[src/rtl/prog_loader.sv]
// prog_loader: boot-time program loader in front of the core's instruction ROM.
// Host word writes land in a small FIFO and are drained into the ROM write
// port. The core is held in reset until a load has completed.
//
// Ports:
//   clk, reset_n             clock, async active-low reset
//   bus_wr/addr/wdata        host write strobe, byte address, data
//   bus_ready                a data write can be accepted this cycle
//   rom_we/waddr/wdata       ROM write request (held until rom_ready)
//   rom_ready                ROM accepts the write this cycle
//   core_reset_n             core reset, high only in RUN
//   loading                  high in LOAD and DRAIN
//   words_loaded             ROM handshakes since load start (saturating)
//   err                      sticky write error, cleared on load start
module prog_loader #(
  parameter int          DEPTH_WORDS = 4096,
  parameter int          FIFO_DEPTH  = 4,
  parameter logic [31:0] BASE_ADDR   = 32'h8000_0000,
  parameter logic [31:0] CTRL_ADDR   = 32'hF000_0000,
  localparam int         AW          = $clog2(DEPTH_WORDS)
) (
  input  logic          clk,
  input  logic          reset_n,
  input  logic          bus_wr,
  input  logic [31:0]   bus_addr,
  input  logic [31:0]   bus_wdata,
  output logic          bus_ready,
  output logic          rom_we,
  input  logic          rom_ready,
  output logic [AW-1:0] rom_waddr,
  output logic [31:0]   rom_wdata,
  output logic          core_reset_n,
  output logic          loading,
  output logic [AW:0]   words_loaded,
  output logic          err
);

  localparam int          PW        = $clog2(FIFO_DEPTH);
  localparam logic [32:0] WIN_BYTES = 33'(4 * DEPTH_WORDS);
  localparam logic [AW:0] WL_MAX    = (AW+1)'(DEPTH_WORDS);

  typedef enum logic [1:0] {HALT, LOAD, DRAIN, RUN} state_t;

  typedef struct packed {
    logic [AW-1:0] addr;
    logic [31:0]   data;
  } entry_t;

  state_t        state, nxt;
  entry_t        mem [FIFO_DEPTH];
  logic [PW-1:0] rd_ptr, wr_ptr;
  logic [PW:0]   count;
  logic          full, empty;

  // Bus decode
  logic        ctrl_hit, start, go;
  logic [31:0] off;
  logic        in_win, data_hit, push, bad, hs;

  assign ctrl_hit = bus_wr && (bus_addr == CTRL_ADDR);
  assign start    = ctrl_hit && bus_wdata[0];
  assign go       = ctrl_hit && !bus_wdata[0] && bus_wdata[1];

  // Window test on the offset: addresses below BASE_ADDR wrap to huge offsets.
  assign off      = bus_addr - BASE_ADDR;
  assign in_win   = ({1'b0, off} < WIN_BYTES);
  assign data_hit = bus_wr && !ctrl_hit && in_win && (off[1:0] == 2'b00);

  assign full      = (count == (PW+1)'(FIFO_DEPTH));
  assign empty     = (count == '0);
  assign bus_ready = (state == LOAD) && !full;

  assign push = data_hit && bus_ready;
  // Any non-control write that is not pushed is an error (bad address,
  // misaligned, or refused for lack of bus_ready).
  assign bad  = bus_wr && !ctrl_hit && !push;

  // The FIFO head drives the ROM port directly; head and count are registers.
  assign rom_we    = !empty;
  assign rom_waddr = mem[rd_ptr].addr;
  assign rom_wdata = mem[rd_ptr].data;
  assign hs        = rom_we && rom_ready;

  // FIFO storage
  always_ff @(posedge clk or negedge reset_n) begin
    if (!reset_n) begin
      for (int i = 0; i < FIFO_DEPTH; i++) mem[i] <= '0;
    end else if (push) begin
      mem[wr_ptr] <= '{addr: off[AW+1:2], data: bus_wdata};
    end
  end

  // FIFO pointers; start-load flushes and drops any pending ROM write.
  always_ff @(posedge clk or negedge reset_n) begin
    if (!reset_n) begin
      rd_ptr <= '0;
      wr_ptr <= '0;
      count  <= '0;
    end else if (start) begin
      rd_ptr <= '0;
      wr_ptr <= '0;
      count  <= '0;
    end else begin
      if (push) wr_ptr <= wr_ptr + 1'b1;
      if (hs)   rd_ptr <= rd_ptr + 1'b1;
      count <= count + (PW+1)'(push) - (PW+1)'(hs);
    end
  end

  // Next state
  always_comb begin
    nxt = state;
    if (start)                        nxt = LOAD;
    else if (go && state == LOAD)     nxt = DRAIN;
    else if (state == DRAIN && empty) nxt = RUN;
  end

  // State and registered status outputs
  always_ff @(posedge clk or negedge reset_n) begin
    if (!reset_n) begin
      state        <= HALT;
      core_reset_n <= 1'b0;
      loading      <= 1'b0;
      words_loaded <= '0;
      err          <= 1'b0;
    end else begin
      state        <= nxt;
      // Release one cycle after entering RUN; drop as soon as RUN is left.
      core_reset_n <= (state == RUN) && (nxt == RUN);
      loading      <= (nxt == LOAD) || (nxt == DRAIN);
      if (start)
        words_loaded <= '0;
      else if (hs && words_loaded != WL_MAX)
        words_loaded <= words_loaded + 1'b1;
      if (start)    err <= 1'b0;
      else if (bad) err <= 1'b1;
    end
  end

endmodule

[config.mk]
export PLATFORM = sky130hd
export DESIGN_NAME = prog_loader
export DESIGN_NICKNAME = d
export VERILOG_FILES = /design/src/rtl/prog_loader.sv
export SDC_FILE = /design/constraint.sdc
export NUM_CORES = 1
export LEC_CHECK = 0
export BUFFER_PORTS_ARGS = -buffer_cell sky130_fd_sc_hd__buf_2
export CAP_MARGIN = 20
export CORE_MARGIN = 2
export CORE_UTILIZATION = 50
export CTS_CLUSTER_SIZE = 12
export DETAILED_ROUTE_END_ITERATION = 8
export GPL_ROUTABILITY_DRIVEN = 0
export PLACE_DENSITY = 0.8
export SLEW_MARGIN = 15
export SYNTH_ARGS = -nofsm -noshare
export SYNTH_HDL_FRONTEND = slang
export SYNTH_SLANG_ARGS = --single-unit
export TNS_END_PERCENT = 10
[constraint.sdc]
create_clock -name clk -period 5.2 [get_ports clk]
set_input_delay 0.78 -clock clk [delete_from_list [all_inputs] [get_ports clk]]
set_output_delay 0.78 -clock clk [all_outputs]
set_load 0.05 [all_outputs]
==> summary.md, run 1 <==
| Metric | Value |
|---|---|
| End-of-flow core utilization | 59.6% |
| Syn Area/Cell | 15.6 µm² |
| # resized after CTS | 0 |
| Switching share of power | 20.1% |
| Number of max-cap violations | 0 |
| Placement Rows | 49 |
| Setup_tns | 0 ns |
| Post-route ant nets | 0 |
| Largest net degree at the start of global routing | 103 |
| Yosys top cell area share | 55.4% |
| Layout cell share with drive strength beyond 1 | 54.1% |
| CTS Buf Count | 22 |
| Syn nets | 660 |
| Remaining Overflow, GRT | 0 |
| Startpoint types | input pin |
| Final hold violations | 0 |
| Number of global-route vias before repair | 6096 |
| Slew margin rel. | 29.7% |
| Worst-case clock buffer depth | 3 |
| Starting Density | 50.7% |
| Via density | 5.75 |
| CTS tree | yes |
| Initial antenna violation count | 0 |
| Critical Path Fanout Max | 13 |
| Sw Pwr | 639 µW |
| Dpl cell area | 0.00996 mm² |
| Filler Cells Inserted | 1399 |
| Avg WL per Cell | 20.0 µm |
| Leak Pwr | 5.34 nW |
| Pre-antenna DRT Iters | 4 |
| Worst-Margin Slew | 1.04 ns |
| Synthesized instance count | 582 |
| Pwr Density | 297 mW/mm² |
| Worst r2r src | count[1] |
| Most frequent cells in the layout | dfrtp_1 (199), mux2_2 (172), buf_2 (128), mux4_2 (44), clkbuf_16 (23) |
| Crit path DAT | 3.73 ns |
| First-pass GRT wire length | 31700 µm |
| Clock sink total | 201 |
| Full die area | 0.0193 mm² |
| Netlist cell types | 42 |
| Hold Crit Class | in -> async |
| Wirelength, routed | 19100 µm |
| Setup Fix Bufs, Post-CTS | 0 |
| Clock Pin Slew Worst Setup and Hold Paths | 0.06 ns |
| Antenna diode count | 0 |
| Max Transition Viols Final | 0 |
| # IOs | 130 |
| Leading area contributor after synthesis | dfrtp_1 |
| DP HPWL | 12400 µm |
| Worst Setup SP | bus_addr[15] |
| Setup violations, final | 0 |
| Flop-to-flop setup slack | 2.56 ns |
| Cts hold-fix bufs | 0 |
| Clock power share | 48.3% |
| Gr usage total | 20.2% |
| Via count | 5490 |
| Port Buf Inserts | 129 |
| Seq/Total Area, Yosys | 55.4% |
| Final period utilization | 64.5% |
| Worst Path Required | 5.58 ns |
| Commonest non-fill, non-tap cell in the layout | dfrtp_1 |
| Final instance area | 0.0107 mm² |
| Endpoint type of the worst setup path | flop |
| RSZ-0062 raised after global routing | false |
| Core area | 0.0179 mm² |
| Mapped cell area | 0.00908 mm² |
| F_max | 0.298 GHz |
| R2R depth | 10 |
| Synth Register Bits | 201 |
| Minimum clock period | 3.35 ns |
| Int Pwr | 2.53 mW |
| YS warnings | 0 |
| Fin nets | 791 |
| WS Path Type | in -> reg |
| Die outline width | 139 µm |
| Worst flop-to-flop path endpoint | count[2] |
| Status | finished clean |
| Area Growth Syn to Fin | 17.5% |
| Clock Skew | 0.00978 ns |
| Gate power share | 2.4% |
| DRT iter0 DRCs | 235 |
| Reg power frac | 49.3% |
| CTS HTree Levels | 1 |
| Largest cells by area after synthesis | dfrtp_1 (55%), mux2_2 (21%), mux4_2 (11%) |
| DRC | 0 |
| Peak VDD IR | 0.240 mV |
| Clk root buf | clkbuf_16 |
| Clk Latency, worst-skew pair | 0.49 ns |
| Die Y | 139 µm |
[cell usage after synthesis]
master	number
buf_1	1
xor2_1	4
or3b_2	1
a22oi_1	1
a211oi_1	1
nor3_1	5
or4_1	2
nor2b_1	2
buf_6	12
xnor2_1	8
o311ai_0	2
mux2_2	172
a311oi_1	2
inv_1	18
dfrtp_1	201
nand3_1	4
and2_1	1
nor3_2	3
a31oi_1	1
nor2_1	16
clkbuf_1	7
and4b_2	1
a21oi_1	6
nand4_1	4
ha_1	9
fa_1	1
and3_1	1
nand4_2	1
mux2i_1	1
nor4b_1	4
or3_1	5
buf_2	9
o31ai_1	1
o21ai_0	5
nor3_4	1
nor4_1	11
o221ai_1	1
nand2_1	7
o21bai_1	1
mux4_2	44
mux2_1	4
or2_2	1
[kinds of logic after synthesis]
group	synth area share [%]
mux	32.9
xor+xnor	1.16
buf+inv	3.06
simple gates	4.59
compound gates	1.49
flops	55.4
fa+ha+maj	1.46
[how the worst max path moves through the flow]
stage	end	slack, ns	cells after the start
after floorplan	count[2]	2.03	12
after global placement	count[2]	1.47	12
after detailed placement	count[2]	1.32	12
after CTS	count[2]	1.84	12
after global routing	count[2]	1.62	12
final	count[2]	1.85	12
[layout make-up]
type / instances / area [µm²] / share of cell area [%]
Tap cell: 229 / 287 / 2.69
Clock buffer: 33 / 643 / 6.03
Sequential cell: 201 / 5030 / 47.2
Inverter: 18 / 67.6 / 0.633
Clock inverter: 4 / 70.1 / 0.657
Timing Repair Buffer: 136 / 769 / 7.21
Multi-Input combinational cell: 334 / 3800 / 35.6
[flip-flops by register name (all words and copies together) (netlist names)]
signal        count
mem             176
words_loaded     13
count             3
rd_ptr            2
state             2
wr_ptr            2
core_reset_n      1
err               1
loading           1
[stage by stage]
stage | instances | total power, mW | setup slack (ns) | hold WS, ns
global placement | 918 | 1.66 | 1.47 | 0.462
detailed placement | 918 | 1.67 | 1.32 | 0.478
global route | 955 | 3.29 | 1.62 | 0.412
CTS | 955 | 3.21 | 1.84 | 0.405
floorplan | 582 | 1.60 | 2.03 | 0.453
finish | 955 | 3.17 | 1.85 | 0.351
[power by group through the flow]
stage	clock network, mW	logic, mW	registers, mW
after floorplan	0	0.00370	1.59
after global placement	0	0.0718	1.59
after detailed placement	0	0.0783	1.59
after global routing	1.64	0.0875	1.56
final	1.53	0.0764	1.56
after CTS	1.57	0.0787	1.56
[routing by layer]
layer | up-vias | track usage [%] | wire (µm)
met5 | - | 0 | 0
met4 | 0 | 5.05 | 298
met3 | 28 | 3.56 | 863
met2 | 142 | 35.1 | 9940
met1 | 2902 | 26.6 | 7990
li1 | 2418 | - | -
[critical path, cell delays in order]
cell and delay (ns):
buf_2 0.10, nor4_1 0.29, nand4_1 0.67, or3_1 0.63
ha_1 0.30, inv_1 0.06, ha_1 0.13, inv_1 0.04
fa_1 0.37, xor2_1 0.17, xnor2_1 0.14, nor2_1 0.05
Note: power is estimated with default switching activity, not from simulation.
==> inputs of run 2 (changes only) <==
--- a/config.mk
+++ b/config.mk
@@ -5,6 +5,7 @@
 export SDC_FILE = /design/constraint.sdc
 export NUM_CORES = 1
 export LEC_CHECK = 0
+export ABC_AREA = 1
 export BUFFER_PORTS_ARGS = -buffer_cell sky130_fd_sc_hd__buf_2
 export CAP_MARGIN = 20
 export CORE_MARGIN = 2
@@ -12,7 +13,7 @@
 export CTS_CLUSTER_SIZE = 12
 export DETAILED_ROUTE_END_ITERATION = 8
 export GPL_ROUTABILITY_DRIVEN = 0
-export PLACE_DENSITY = 0.8
+export PLACE_DENSITY = 0.82
 export SLEW_MARGIN = 15
 export SYNTH_ARGS = -nofsm -noshare
 export SYNTH_HDL_FRONTEND = slang
==> constraint.sdc (replaced) <==
create_clock -name clk -period 2.85 [get_ports clk]
set_input_delay 0.4275 -clock clk [delete_from_list [all_inputs] [get_ports clk]]
set_output_delay 0.4275 -clock clk [all_outputs]
set_load 0.05 [all_outputs]
==> run 2 against run 1 <==
Effect of this change: utilization is 1.6 points lower; hold slack got worse by 0.14 ns; worst setup slack worse by 1.7 ns; combinational power rose to 60 times the previous value; critical path depth is 8 lower; global-route usage is 6.5 points higher; area after synthesis increased by 14%; critical path type is now reg -> out; largest power group is now combinational logic.
==> summary.md, run 2 <==
| Metric | Value |
|---|---|
| Most instantiated cells after synthesis | nand2_1 (420), dfrtp_1 (201), nand4_1 (184) (was dfrtp_1 (201), mux2_2 (172), mux4_2 (44)) |
| Number of global-route vias before repair | 9433 (was 6096) |
| Via count | 9700 (was 5490) |
| YS warnings | 0 (unchanged) |
| Pwr Density | 915 mW/mm² (was 297 mW/mm²) |
| Fin Hold WS | 0.211 ns (was 0.351 ns) |
| Final period utilization | 94.8% |
| R2R depth | 13 (was 10) |
| Setup Fix Bufs, Post-CTS | 0 (unchanged) |
| Via density | 5.86 (was 5.75) |
| Filler Cells Inserted | 1773 (was 1399) |
| Mapped cell area | 0.0103 mm² (was 0.00908 mm²) |
| Clock Pin Slew Worst Setup and Hold Paths | 0.06 ns (about the same) |
| Synthesized instance count | 1297 (was 582) |
| Hold Crit Class | in -> reg (was in -> async) |
| Netlist cell types | 29 (was 42) |
| Crit path DAT | 2.28 ns (was 3.73 ns) |
| Synth Register Bits | 201 (unchanged) |
| First-pass GRT wire length | 47900 µm (was 31700 µm) |
| Post-synth EDFFs | 0 (unchanged) |
| Worst-case clock buffer depth | 3 (unchanged) |
| Avg WL per Cell | 17.6 µm (was 20.0 µm) |
| Placement Rows | 52 (was 49) |
| Remaining Overflow, GRT | 0 (unchanged) |
| Most frequent cells in the layout | nand2_1 (420), dfrtp_1 (200), nand4_1 (184), nor2_1 (147), buf_2 (128) (was dfrtp_1 (199), mux2_2 (172), buf_2 (128), mux4_2 (44), clkbuf_16 (23)) |
| RSZ-0062 raised after global routing | false (unchanged) |
| Seq/Total Area, Yosys | 48.7% (was 55.4%) |
| Worst Hold Depth | 3 |
| Largest net degree at the start of global routing | 177 (was 103) |
| Fin nets | 1448 (was 791) |
| Area Growth Syn to Fin | 13.6% (was 17.5%) |
| Max Transition Viols Final | 0 (unchanged) |
| Port Buf Inserts | 129 (unchanged) |
| Clock sink total | 201 (unchanged) |
| Die outline width | 148 µm (was 139 µm) |
| DRC | 0 (unchanged) |
| Setup violations, final | 0 (unchanged) |
| Minimum clock period | 2.70 ns |
| Slew margin rel. | 50.6% (was 29.7%) |
| Most common cell in the netlist | nand2_1 (was dfrtp_1) |
| Peak VDD IR | 0.651 mV (was 0.240 mV) |
| Leak Pwr | 6.31 nW (was 5.34 nW) |
| Synth async-reset ratio | 100% (unchanged) |
| Startpoint types | flop (was input pin) |
| Yosys top cell area share | 48.7% (was 55.4%) |
| Syn nets | 1375 (was 660) |
| Gr usage total | 26.7% (was 20.2%) |
| # IOs | 130 (unchanged) |
| Leading area contributor after synthesis | dfrtp_1 (unchanged) |
| Clock Skew | 0.00906 ns (was 0.00978 ns) |
| Endpoint type of the worst setup path | output pin (was flop) |
| Starting Density | 51.1% (was 50.7%) |
| Clk Latency, worst-skew pair | 0.51 ns (was 0.49 ns) |
| F_max | 0.370 GHz |
| Die Y | 148 µm (was 139 µm) |
| CTS Buf Count | 24 (was 22) |
| CTS HTree Levels | 1 (unchanged) |
| Pre-antenna DRT Iters | 5 (was 4) |
| CTS tree | yes (unchanged) |
| DRT iter0 DRCs | 947 (was 235) |
| Most frequently used flop master after synthesis | dfrtp_1 (unchanged) |
| Clk root buf | clkbuf_16 (unchanged) |
| Worst-Margin Slew | 0.741 ns (was 1.04 ns) |
| Post-route ant nets | 0 (unchanged) |
| Commonest non-fill, non-tap cell in the layout | nand2_1 (was dfrtp_1) |
| Largest Register | mem (unchanged) |
| Number of max-cap violations | 0 (unchanged) |
| Largest cells by area after synthesis | dfrtp_1 (49%), nand2_1 (15%), nand4_1 (11%) (was dfrtp_1 (55%), mux2_2 (21%), mux4_2 (11%)) |
| Layout cell share with drive strength beyond 1 | 14.8% (was 54.1%) |
| WS Path Type | reg -> out (was in -> reg) |
| Setup_tns | 0 ns (unchanged) |
| Core area | 0.0202 mm² (was 0.0179 mm²) |
| DP HPWL | 16400 µm (was 12400 µm) |
| Syn Area/Cell | 7.96 µm² (was 15.6 µm²) |
| Full die area | 0.0218 mm² (was 0.0193 mm²) |
| Top flop regs | mem x176, words_loaded x13, count x3 (unchanged) |
| Wirelength, routed | 29200 µm (was 19100 µm) |
| Worst Path Required | 2.42 ns (was 5.58 ns) |
| End-of-flow core utilization | 58.0% (was 59.6%) |
| Initial antenna violation count | 2 (was 0) |
| Status | finished clean (unchanged) |
| Critical Path Fanout Max | 31 (was 13) |
| Largest register FFs | 176 (unchanged) |
| Final hold violations | 0 (unchanged) |
## run 2: cell count changes after synthesis, sizes merged, moves of 38 or more
cell / before / now
nand2: 7 / 422
nor2: 16 / 153
nand4: 5 / 188
buf: 22 / 60
mux2: 176 / 0
o21ai: 5 / 95
mux4: 44 / 0
clkbuf: 7 / 47
o22ai: 0 / 44
## run 2: final timing paths
| check | startpoint | end | slack [ns] |
|---|---|---|---|
| setup / recovery | rd_ptr[0] | rom_wdata[2] | 0.15 |
| hold / removal | bus_wdata[9] | mem[97] | 0.21 |
| setup reg to reg | count[1] | count[2] | 0.61 |
| hold reg to reg | mem[108] | mem[108] | 0.47 |
| max in group asynchronous | reset_n | rd_ptr[0] | 1.51 |
| min in group asynchronous | reset_n | mem[28] | 0.47 |
## run 2: kinds of logic (layout without fill, tap and decap cells)
group	after synthesis	count (layout)	synth area share [%]
adder cells (fa/ha/maj)	10	10	1.28
XOR/XNOR	3	3	0.254
other	0	1	0
flip-flops	201	201	48.7
AND/OR/NAND/NOR	789	789	34.5
buffers and inverters	154	241	7.95
AO/OA/AOI/OAI	140	140	7.34
## run 2: area by class of cell
cell class              count  area, µm²  share of cell area, %
clock buffers              37        721                   6.14
clock inverters             3       43.8                  0.373
repair buffers            154        927                   7.90
flip-flops and latches    201       5030                   42.9
well taps                 270        338                   2.88
multi-input cells         942       4490                   38.3
diodes                      1       2.50                 0.0213
inverters                  47        176                   1.50
## run 2: timing repair
item,4_1_cts,5_1_grt
hold endpoints to repair,66,0
hold buffers,1,0
endpoints found under the setup margin,0,11
gates resized for setup,0,3
## run 2: through the flow
| stage | setup slack [ns] | std cells | cell area [µm²] | power [mW] |
|---|---|---|---|---|
| 5_1_grt | 0.0557 | 1654 | 11700 | 11.3 |
| 4_1_cts | 0.0594 | 1654 | 11700 | 10.7 |
| 3_5_place_dp | 0.348 | 1613 | 10900 | 7.75 |
| 6_report | 0.147 | 1655 | 11700 | 10.7 |
| 2_1_floorplan | 0.470 | 1297 | 10300 | 6.52 |
| 3_3_place_gp | 0.384 | 1613 | 10900 | 7.71 |
## run 2: critical path: stages, from the launching register on
cell and delay [ns]:
dfrtp_4 0.59, buf_4 0.38, o21ai_0 0.15, o22ai_1 0.31, buf_2 0.33
## run 2: per-layer routing
metal / share of wire (%) / global-route usage [%] / vias up
li1: - / - / 4515
met1: 41 / 36.5 / 4633
met2: 47 / 43.1 / 492
met3: 9.8 / 5.52 / 60
met4: 1.9 / 7.84 / 0
met5: 0 / 0 / -
## run 2: where the power goes
part | switching, mW | leakage [nW] | internal (mW)
logic | 3.51 | 3.21 | 1.09
registers | 0.177 | 2.72 | 2.97
clock network | 1.17 | 0.375 | 1.82
total | 4.86 | 6.31 | 5.87
